===== config.mk =====
export PLATFORM = sky130hd
export DESIGN_NAME = sync_fifo_param
export DESIGN_NICKNAME = d
export VERILOG_FILES = /design/src/rtl/sync_fifo_param.sv
export SDC_FILE = /design/constraint.sdc
export NUM_CORES = 1
export LEC_CHECK = 0
export CORE_MARGIN = 8
export CORE_UTILIZATION = 45
export CTS_CLUSTER_DIAMETER = 40
export DETAILED_ROUTE_END_ITERATION = 6
export PLACE_DENSITY = 0.77
export SLEW_MARGIN = 20
export SYNTH_ARGS = -nofsm -noshare
export SYNTH_HDL_FRONTEND = slang
export SYNTH_SLANG_ARGS = --single-unit
export TNS_END_PERCENT = 1

===== constraint.sdc =====
create_clock -name clk -period 8.1 [get_ports clk]
set_clock_uncertainty 0.15 [all_clocks]
set_input_delay 0.81 -clock clk [delete_from_list [all_inputs] [get_ports clk]]
set_output_delay 0.81 -clock clk [all_outputs]
set_load 0.05 [all_outputs]

===== src/rtl/sync_fifo_param.sv =====
// Parametrised single-clock FIFO with registered read data, occupancy count and threshold flags.
// Define FIFO_ERR_FLAGS_EN to build the sticky overflow/underflow flags; otherwise those ports read 0.
module sync_fifo_param #(
  parameter int WIDTH = 9,
  parameter int DEPTH = 8,
  parameter int AF_TH = DEPTH - 2,
  parameter int AE_TH = 1
) (
  input  logic                       clk,
  input  logic                       rst_n,
  input  logic                       clr,
  input  logic                       wr_en,
  input  logic [WIDTH-1:0]           din,
  input  logic                       rd_en,
  output logic [WIDTH-1:0]           dout,
  output logic                       dout_valid,
  output logic                       full,
  output logic                       empty,
  output logic                       almost_full,
  output logic                       almost_empty,
  output logic [$clog2(DEPTH):0]     count,
  output logic                       overflow,
  output logic                       underflow
);

  localparam int AW = $clog2(DEPTH);
  localparam logic [AW:0] DEPTH_C = (AW+1)'(DEPTH);
  localparam logic [AW:0] AF_C    = (AW+1)'(AF_TH);
  localparam logic [AW:0] AE_C    = (AW+1)'(AE_TH);

  logic [WIDTH-1:0] mem [DEPTH];
  logic [AW:0]      wr_ptr;
  logic [AW:0]      rd_ptr;
  logic             wr_acc;
  logic             rd_acc;

  // Handshake: wr_en/rd_en are requests; a write is taken when wr_en && !full and a
  // read when rd_en && !empty, both judged on pre-edge flags. clr overrides both.
  // A taken read presents its word on dout with dout_valid high for exactly the next cycle.
  assign wr_acc = wr_en && !full && !clr;
  assign rd_acc = rd_en && !empty && !clr;

  assign full         = (count == DEPTH_C);
  assign empty        = (count == '0);
  assign almost_full  = (count >= AF_C);
  assign almost_empty = (count <= AE_C);

  always_ff @(posedge clk) begin
    if (wr_acc) begin
      mem[wr_ptr[AW-1:0]] <= din;
    end
  end

  always_ff @(posedge clk or negedge rst_n) begin
    if (!rst_n) begin
      wr_ptr     <= '0;
      rd_ptr     <= '0;
      count      <= '0;
      dout       <= '0;
      dout_valid <= 1'b0;
    end else if (clr) begin
      wr_ptr     <= '0;
      rd_ptr     <= '0;
      count      <= '0;
      dout_valid <= 1'b0;
    end else begin
      if (wr_acc) begin
        wr_ptr <= wr_ptr + 1'b1;
      end
      if (rd_acc) begin
        rd_ptr <= rd_ptr + 1'b1;
        dout   <= mem[rd_ptr[AW-1:0]];
      end
      dout_valid <= rd_acc;
      // count tracks wr_ptr - rd_ptr incrementally so the flags decode from a register
      case ({wr_acc, rd_acc})
        2'b10:   count <= count + 1'b1;
        2'b01:   count <= count - 1'b1;
        default: count <= count;
      endcase
    end
  end

`ifdef FIFO_ERR_FLAGS_EN
  always_ff @(posedge clk or negedge rst_n) begin
    if (!rst_n) begin
      overflow  <= 1'b0;
      underflow <= 1'b0;
    end else if (clr) begin
      overflow  <= 1'b0;
      underflow <= 1'b0;
    end else begin
      if (wr_en && full) begin
        overflow <= 1'b1;
      end
      if (rd_en && empty) begin
        underflow <= 1'b1;
      end
    end
  end
`else
  assign overflow  = 1'b0;
  assign underflow = 1'b0;
`endif

endmodule

==> results of run 1 <==
==> where the power goes <==
group / switching [mW] / internal [mW]
Clock: 0.165 / 0.113
Sequential: 0.0796 / 0.553
Combinational: 0.312 / 0.208
Total: 0.557 / 0.875
==> logic make-up after synthesis <==
group | Yosys count | synth area share (%)
adder cells (fa/ha/maj) | 7 | 2.22
AO/OA/AOI/OAI | 40 | 7.50
other | 1 | 0.0953
AND/OR/NAND/NOR | 63 | 8.01
buffers and inverters | 23 | 2.89
flip-flops | 92 | 67.6
XOR/XNOR | 7 | 1.56
multiplexers | 39 | 10.1
==> tightest hold or removal path, cell delays in order, from the launching register on <==
cell	delay, ps
dfrtp_1	350
o21ai_1	60
nand2_1	60
==> stage by stage <==
| step | area [µm²] | total power, mW | hold WS (ps) | utilization (%) | setup slack [ps] |
|---|---|---|---|---|---|
| floorplan | 3940 | 1.01 | 364 | - | 4830 |
| global placement | 4320 | 1.15 | 322 | 50.3 | 4570 |
| detailed placement | 4320 | 1.16 | 327 | 50.3 | 4520 |
| CTS | 4500 | 1.44 | 348 | 52.3 | 4520 |
| global route | 4500 | 1.50 | 363 | 52.4 | 4430 |
| finish | 4500 | 1.43 | 346 | 52.4 | 4530 |
==> state kept, by name, indices dropped and copies added (netlist names) <==
signal / cells
count: 4
wr_ptr: 3
dout: 9
dout_valid: 1
mem: 72
rd_ptr: 3
==> per-layer routing <==
layer / vias up / part of all wire [%]
li1: 1070 / -
met1: 1123 / 46
met2: 62 / 46
met3: 7 / 6.4
met4: 0 / 1.2
met5: - / 0
==> Yosys cell counts (5+ instances only) <==
library cell	n
a22oi_1	18
buf_2	6
dfrtp_1	20
edfxtp_1	72
ha_1	7
inv_1	6
mux2i_1	37
nand2_1	16
nand3_1	13
nor2_1	15
nor3_1	5
o21ai_0	5
o21ai_1	7
==> cell type report <==
cell class / instances / share of cell area, %
flip-flops and latches: 92 / 59.2
clock buffers: 9 / 2.75
clock inverters: 7 / 1.14
well taps: 108 / 3.00
repair buffers: 33 / 7.22
inverters: 8 / 0.778
multi-input cells: 158 / 26.0
==> worst paths after layout <==
kind	to	from	depth (start not counted)
min in group asynchronous	count[2]$_DFFE_PN0P_	rst_n	1
worst min register to register	dout[8]$_DFFE_PN0P_	dout[8]$_DFFE_PN0P_	2
worst max register to register	mem[2][3]$_DFFE_PP_	count[0]$_DFFE_PN0P_	6
worst min-delay path	dout[8]$_DFFE_PN0P_	dout[8]$_DFFE_PN0P_	2
max in group asynchronous	rd_ptr[0]$_DFFE_PN0P_	rst_n	1
worst max-delay path	empty	count[0]$_DFFE_PN0P_	5
==> metrics.cfg, run 1 <==
[finish]
fin_nets=323
fill_cells=712
syn2layout_area_growth_pct=14.4
multiInputGateArea_um2=1170
layout_common_cells=72 x edfxtp_1, 37 x mux2i_1, 31 x clkdlybuf4s50_1
final_cells=415
drive_gt1_share_pct=9.45
register_area_um2=2660
final_common_cell=edfxtp_1
diodes=0

[place]
io_buffers=31
dp.cells=399
dp_hpwl_um=5170
gp_congestion=0.782

[cts]
cts_setup_buffers=0
clock_latency_ps=360
numClockSinks=92
cts_max_level=3
clkTransAtPathRegs_ps=90
post_cts_resized=0
cts_tree=built
cts_buffers=9
postCtsHoldBufs=0
clockRootBuffer=clkbuf_8
cts_buffer_depth=2

[floorplan]
dieArea_um2=12000
start_util_pct=45.8
coreArea_um2=8590
die_y_um=110
placementRows=34
die_w_um=110
io_pins=34

[min_path]
hold_path_class=flop to flop

[worst_setup_path]
path_buf_inv=3
crit_family=buffers and inverters
worstPathMaxFanout=7
crit_path_start_kind=flop
required_ps=7140
worst_path_max_delay_cell=clkdlybuf4s50_1
r2r_slack_ps=5170
worstPathCellList=inv_1 > ha_1 > or3b_4 > clkinv_4 > clkdlybuf4s50_1
worst_setup_path_end_kind=primary output
cpPeakStageDelay_ps=800
arrival_ps=2610
path_class=flop to primary output

[timing]
hold_violations=0
finalSetupViolCount=0
rsz0062_at_grt=no
fin_crit_sh_pct=44.1
timing_worst_slew_pin_value_ps=1080
maxSlewViolCount=0
max_freq_mhz=280
fin_crit_ps=3570
relSlewSlack_pct=28.0
fin_tns_setup_ps=0

[synth]
ys_types=41
synth_edf_count=72
synth_area_leader_cell=edfxtp_1
postSynthCellCount=272
synth_area_um2=3940
synthArstFlopShare_pct=21.7
yosysSeqAreaShare_pct=67.6
synthFlopType=edfxtp_1
yosys_warnings=0
yosysTopAreaCellShare_pct=54.9
synth_area_leaders=edfxtp_1 55%, dfrtp_1 13%, mux2i_1 9.4%
syn_area_per_cell_um2=14.5
synth.ff_latch_count=92

[route]
post_drt_wl_per_cell_um=18.1
wirelength_um=7490
drc=0
drtAntennaViolNets=0
via_per_inst=5.45
vias=2262
drtIter0Drc=149
dr.pass1.iters=5

[power_and_ir_drop]
power_leakage_nw=1.58
max-vdd-ir-drop_mv=0.127
powerDensity_nw_per_um2=318

[grt]
grtUsageMet2_pct=20.3
met1_usage_pct=16.7
grt_start_max_net_pins=39
grt_overflow_total=0
top_usage_layer=met2
grt_first_pass_wirelength_um=11500
grtUsageMet3_pct=4.28
grt_pass1_vias=2263
track_usage_pct=13.2
grt_antenna_before_repair=0

[run]
maxCapViolations=0

[status]
status=complete, no violations

No activity file was read; power rests on OpenSTA's default activity.
==> inputs of run 2 (changes only) <==
clock period = 3.5 ns   (was 8.1 ns; I/O delays follow)
==> run 2 against run 1 <==
Clock power rose to 3.0 times the previous value. First-iteration DRC count shrank 18%. Clock-buffer cell count increased by 1. Highest routed layer unchanged.
==> metrics.cfg, run 2 (synthesis gave the netlist of run 1 again) <==
[grt]
track_usage_pct=13.3
grt_first_pass_wirelength_um=11800
grt_overflow_total=0
grt_antenna_before_repair=0
grt_pass1_vias=2296
grt_start_max_net_pins=39

[floorplan]
die_y_um=110
coreArea_um2=8590
placementRows=34
dieArea_um2=12000
io_pins=34
die_w_um=110
start_util_pct=45.8

[finish]
syn2layout_area_growth_pct=17.3
layout_common_cells=72 x edfxtp_1, 37 x mux2i_1, 31 x clkdlybuf4s50_1
utilization_pct=53.7
fill_cells=714
final_common_cell=edfxtp_1
fin_nets=330
largest_reg_flops=72
final_cells=422
drive_gt1_share_pct=10.8
diodes=0
finish.instance_area_um2=4620

[place]
io_buffers=31
dp.cells=406
gp_congestion=0.808
place_ws_ps=725
placed_area_um2=4380
dp_hpwl_um=5070

[timing]
relSlewSlack_pct=28.4
fin_crit_ps=3090
fin_tns_setup_ps=0
rsz0062_at_grt=no
timing_worst_slew_pin_value_ps=1070
worst_slack_ps=412
hold_violations=0
fin_crit_sh_pct=88.2
whs_ps=349
finalSetupViolCount=0
maxSlewViolCount=0
max_freq_mhz=324

[route]
post_drt_wl_per_cell_um=18.2
drtIter0Drc=122
vias=2306
drtAntennaViolNets=0
via_per_inst=5.46
wirelength_um=7670
dr.pass1.iters=4
drc=0

[cts]
clkTransAtPathRegs_ps=90
clock_latency_ps=360
cts_setup_buffers=0
post_cts_resized=0
clockRootBuffer=clkbuf_8
postCtsHoldBufs=0
numClockSinks=92
cts_buffer_depth=2
cts_buffers=9
cts_max_level=3
cts_tree=built

[worst_setup_path]
worst_setup_path_end_kind=primary output
arrival_ps=2590
crit_path_start_kind=flop
required_ps=3000
path_class=flop to primary output
worstPathMaxFanout=8

[power_and_ir_drop]
max-vdd-ir-drop_mv=0.378
powerDensity_nw_per_um2=757
comb_power_share_pct=34.1
cellInternalPower_mw=2.24
total_power_mw=3.49
p_switching_mw=1.25
clkPwrFrac_pct=24.0
swShare_pct=35.8
power_frac_seq_pct=41.8
power_leakage_nw=1.64

[min_path]
hold_path_class=input pin to async pin

[status]
status=complete, no violations

[run]
maxCapViolations=0

[run 2: cell type report]
cell class	count	area, µm²	share of cell area [%]
Clock buffer	10	128	2.76
Clock inverter	6	113	2.44
Inverter	8	35.0	0.759
Multi-Input combinational cell	158	1160	25.2
Sequential cell	92	2660	57.7
Tap cell	108	135	2.93
Timing Repair Buffer	40	378	8.19
[run 2: power groups by stage]
stage | clock (mW) | combinational, mW | sequential (mW)
floorplan | 0 | 0.732 | 1.60
detailed placement | 0 | 1.19 | 1.49
global placement | 0 | 1.18 | 1.48
CTS | 0.858 | 1.20 | 1.46
finish | 0.840 | 1.19 | 1.46
global route | 0.897 | 1.28 | 1.48
[run 2: worst paths after layout]
check | start | end | cells after the start | slack, ps
min reg2reg | dout[8]$_DFFE_PN0P_ | dout[8]$_DFFE_PN0P_ | 2 | 350
min in group clk | dout[8]$_DFFE_PN0P_ | dout[8]$_DFFE_PN0P_ | 2 | 350
min | rst_n | count[2]$_DFFE_PN0P_ | 1 | 350
max reg2reg | count[0]$_DFFE_PN0P_ | mem[2][3]$_DFFE_PP_ | 7 | 730
max | count[1]$_DFFE_PN0P_ | empty | 5 | 410
max in group asynchronous | rst_n | rd_ptr[0]$_DFFE_PN0P_ | 1 | 2230
[run 2: per-layer routing]
layer | vias up | routed length [µm] | GRT usage [%]
met5 | - | 0 | 0
met4 | 0 | 133 | 5.79
met3 | 10 | 634 | 4.57
met2 | 74 | 3680 | 21.1
met1 | 1136 | 3220 | 16.2
li1 | 1086 | - | -
[run 2: worst max-delay path: stages, from the launching register on]
cell	delay (ps)
dfrtp_1	470
inv_1	150
ha_1	270
or3b_4	450
clkinv_4	90
clkdlybuf4s50_1	800
==> inputs of run 3 (changes only) <==
CORE_UTILIZATION = 32   (was 45)
CTS_CLUSTER_SIZE = 10   (was default)
PLACE_DENSITY = 0.61   (was 0.77)
==> run 3 against run 2 <==
Wire length is 4.5% higher. Critical path depth stayed put. Combinational power is 5% higher. Total power is 4.0% higher. Cell area is 2.8% higher. First-iteration DRC count is 0.82% lower. Setup slack better by 32 ps. Sequential share of layout area is 1.6 points lower. Largest cell class unchanged.
==> metrics.cfg, run 3 (synthesis gave the netlist of run 1 again) <==
[place]
gp_congestion=0.721
io_buffers=31
dp_hpwl_um=5280
place_ws_ps=799

[timing]
relSlewSlack_pct=32.7
timing_worst_slew_pin_value_ps=1010
fin_crit_sh_pct=87.3
maxSlewViolCount=0
fin_tns_setup_ps=0
finalSetupViolCount=0
hold_violations=0
fin_crit_ps=3060
rsz0062_at_grt=no
worst_slack_ps=444
max_freq_mhz=327

[cts]
cts_setup_buffers=0
cts_buffer_depth=2
numClockSinks=92
post_cts_resized=0
cts_tree=built
postCtsHoldBufs=0
clock_latency_ps=330
clockRootBuffer=clkbuf_16
cts_max_level=3
cts_buffers=9
clkTransAtPathRegs_ps=70

[worst_setup_path]
crit_path_start_kind=flop
worstPathMaxFanout=8
required_ps=3000
worst_setup_path_end_kind=primary output
arrival_ps=2560
path_class=flop to primary output

[grt]
grt_antenna_before_repair=0
grtUsageMet3_pct=2.72
grt_first_pass_wirelength_um=12800
met1_usage_pct=13.0
top_usage_layer=met2
grt_pass1_vias=2332
track_usage_pct=10.4
grt_start_max_net_pins=24
grt_overflow_total=0
grtUsageMet2_pct=16.8

[route]
vias=2252
drtAntennaViolNets=0
wirelength_um=8020
via_per_inst=4.85
dr.pass1.iters=4
drc=0
drtIter0Drc=121
post_drt_wl_per_cell_um=17.3

[finish]
layout_common_cells=72 x edfxtp_1, 37 x mux2i_1, 31 x clkdlybuf4s50_1
fill_cells=1134
final_common_cell=edfxtp_1
largest_reg_flops=72
multiInputGateArea_um2=1160
diodes=0
register_area_um2=2660
drive_gt1_share_pct=12.0
fin_nets=333
syn2layout_area_growth_pct=20.6

[min_path]
hold_path_class=flop to flop

[floorplan]
start_util_pct=32.8
placementRows=40
dieArea_um2=16100
die_y_um=127
coreArea_um2=12000
io_pins=34
die_w_um=127

[power_and_ir_drop]
power_leakage_nw=1.68
powerDensity_nw_per_um2=765
max-vdd-ir-drop_mv=0.252

[run]
maxCapViolations=0

[status]
status=complete, no violations

-- run 3: cell types whose count changed in the layout (fill, tap and decap cells not counted), sizes merged --
cell / before / now
inv: 7 / 9
buf: 9 / 12
clkinvlp: 0 / 3
clkinv: 4 / 2
clkbuf: 10 / 9
bufinv: 3 / 1
-- run 3: metal layers --
metal,up-vias,routed length (µm)
met3,12,300
met2,41,3730
met1,1107,3850
li1,1092,-
met5,-,0
met4,0,142
-- run 3: area by class of cell --
type | count | area share (%)
well taps | 147 | 3.87
clock buffers | 9 | 4.74
multi-input cells | 158 | 24.5
clock inverters | 7 | 1.58
repair buffers | 43 | 8.43
inverters | 8 | 0.738
flip-flops and latches | 92 | 56.1
-- run 3: final timing paths --
check / start / to / slack [ps] / cells after the start
setup / recovery: count[1]$_DFFE_PN0P_ / empty / 440 / 5
hold / removal: dout[5]$_DFFE_PN0P_ / dout[5]$_DFFE_PN0P_ / 340 / 2
setup reg to reg: count[0]$_DFFE_PN0P_ / mem[0][1]$_DFFE_PP_ / 920 / 7
hold reg to reg: dout[5]$_DFFE_PN0P_ / dout[5]$_DFFE_PN0P_ / 340 / 2
max in group asynchronous: rst_n / rd_ptr[0]$_DFFE_PN0P_ / 2100 / 1
min in group asynchronous: rst_n / count[1]$_DFFE_PN0P_ / 420 / 1
-- run 3: power by group --
group          internal, mW  total, mW  leakage, nW  switching [mW]
clock network         0.557      0.967        0.138           0.410
registers              1.28       1.41        0.910           0.130
logic                 0.489       1.25        0.629           0.763
total                  2.33       3.63         1.68            1.30
-- run 3: worst max-delay path, stage by stage, from the launching register on --
cell and delay, ps:
dfrtp_1 460, inv_1 160, ha_1 270, or3b_4 450
clkinv_4 90, clkdlybuf4s50_1 800
-- run 3: per-stage QoR --
stage,power (mW),hold WS (ps),utilization (%),std cells,area (µm²)
final,3.63,343,39.5,464,4750
after CTS,3.66,353,39.5,464,4750
after global placement,2.69,326,37.0,448,4450
after detailed placement,2.70,337,37.0,448,4450
after floorplan,2.33,-95.6,-,273,3940
after global routing,3.80,376,39.5,464,4750
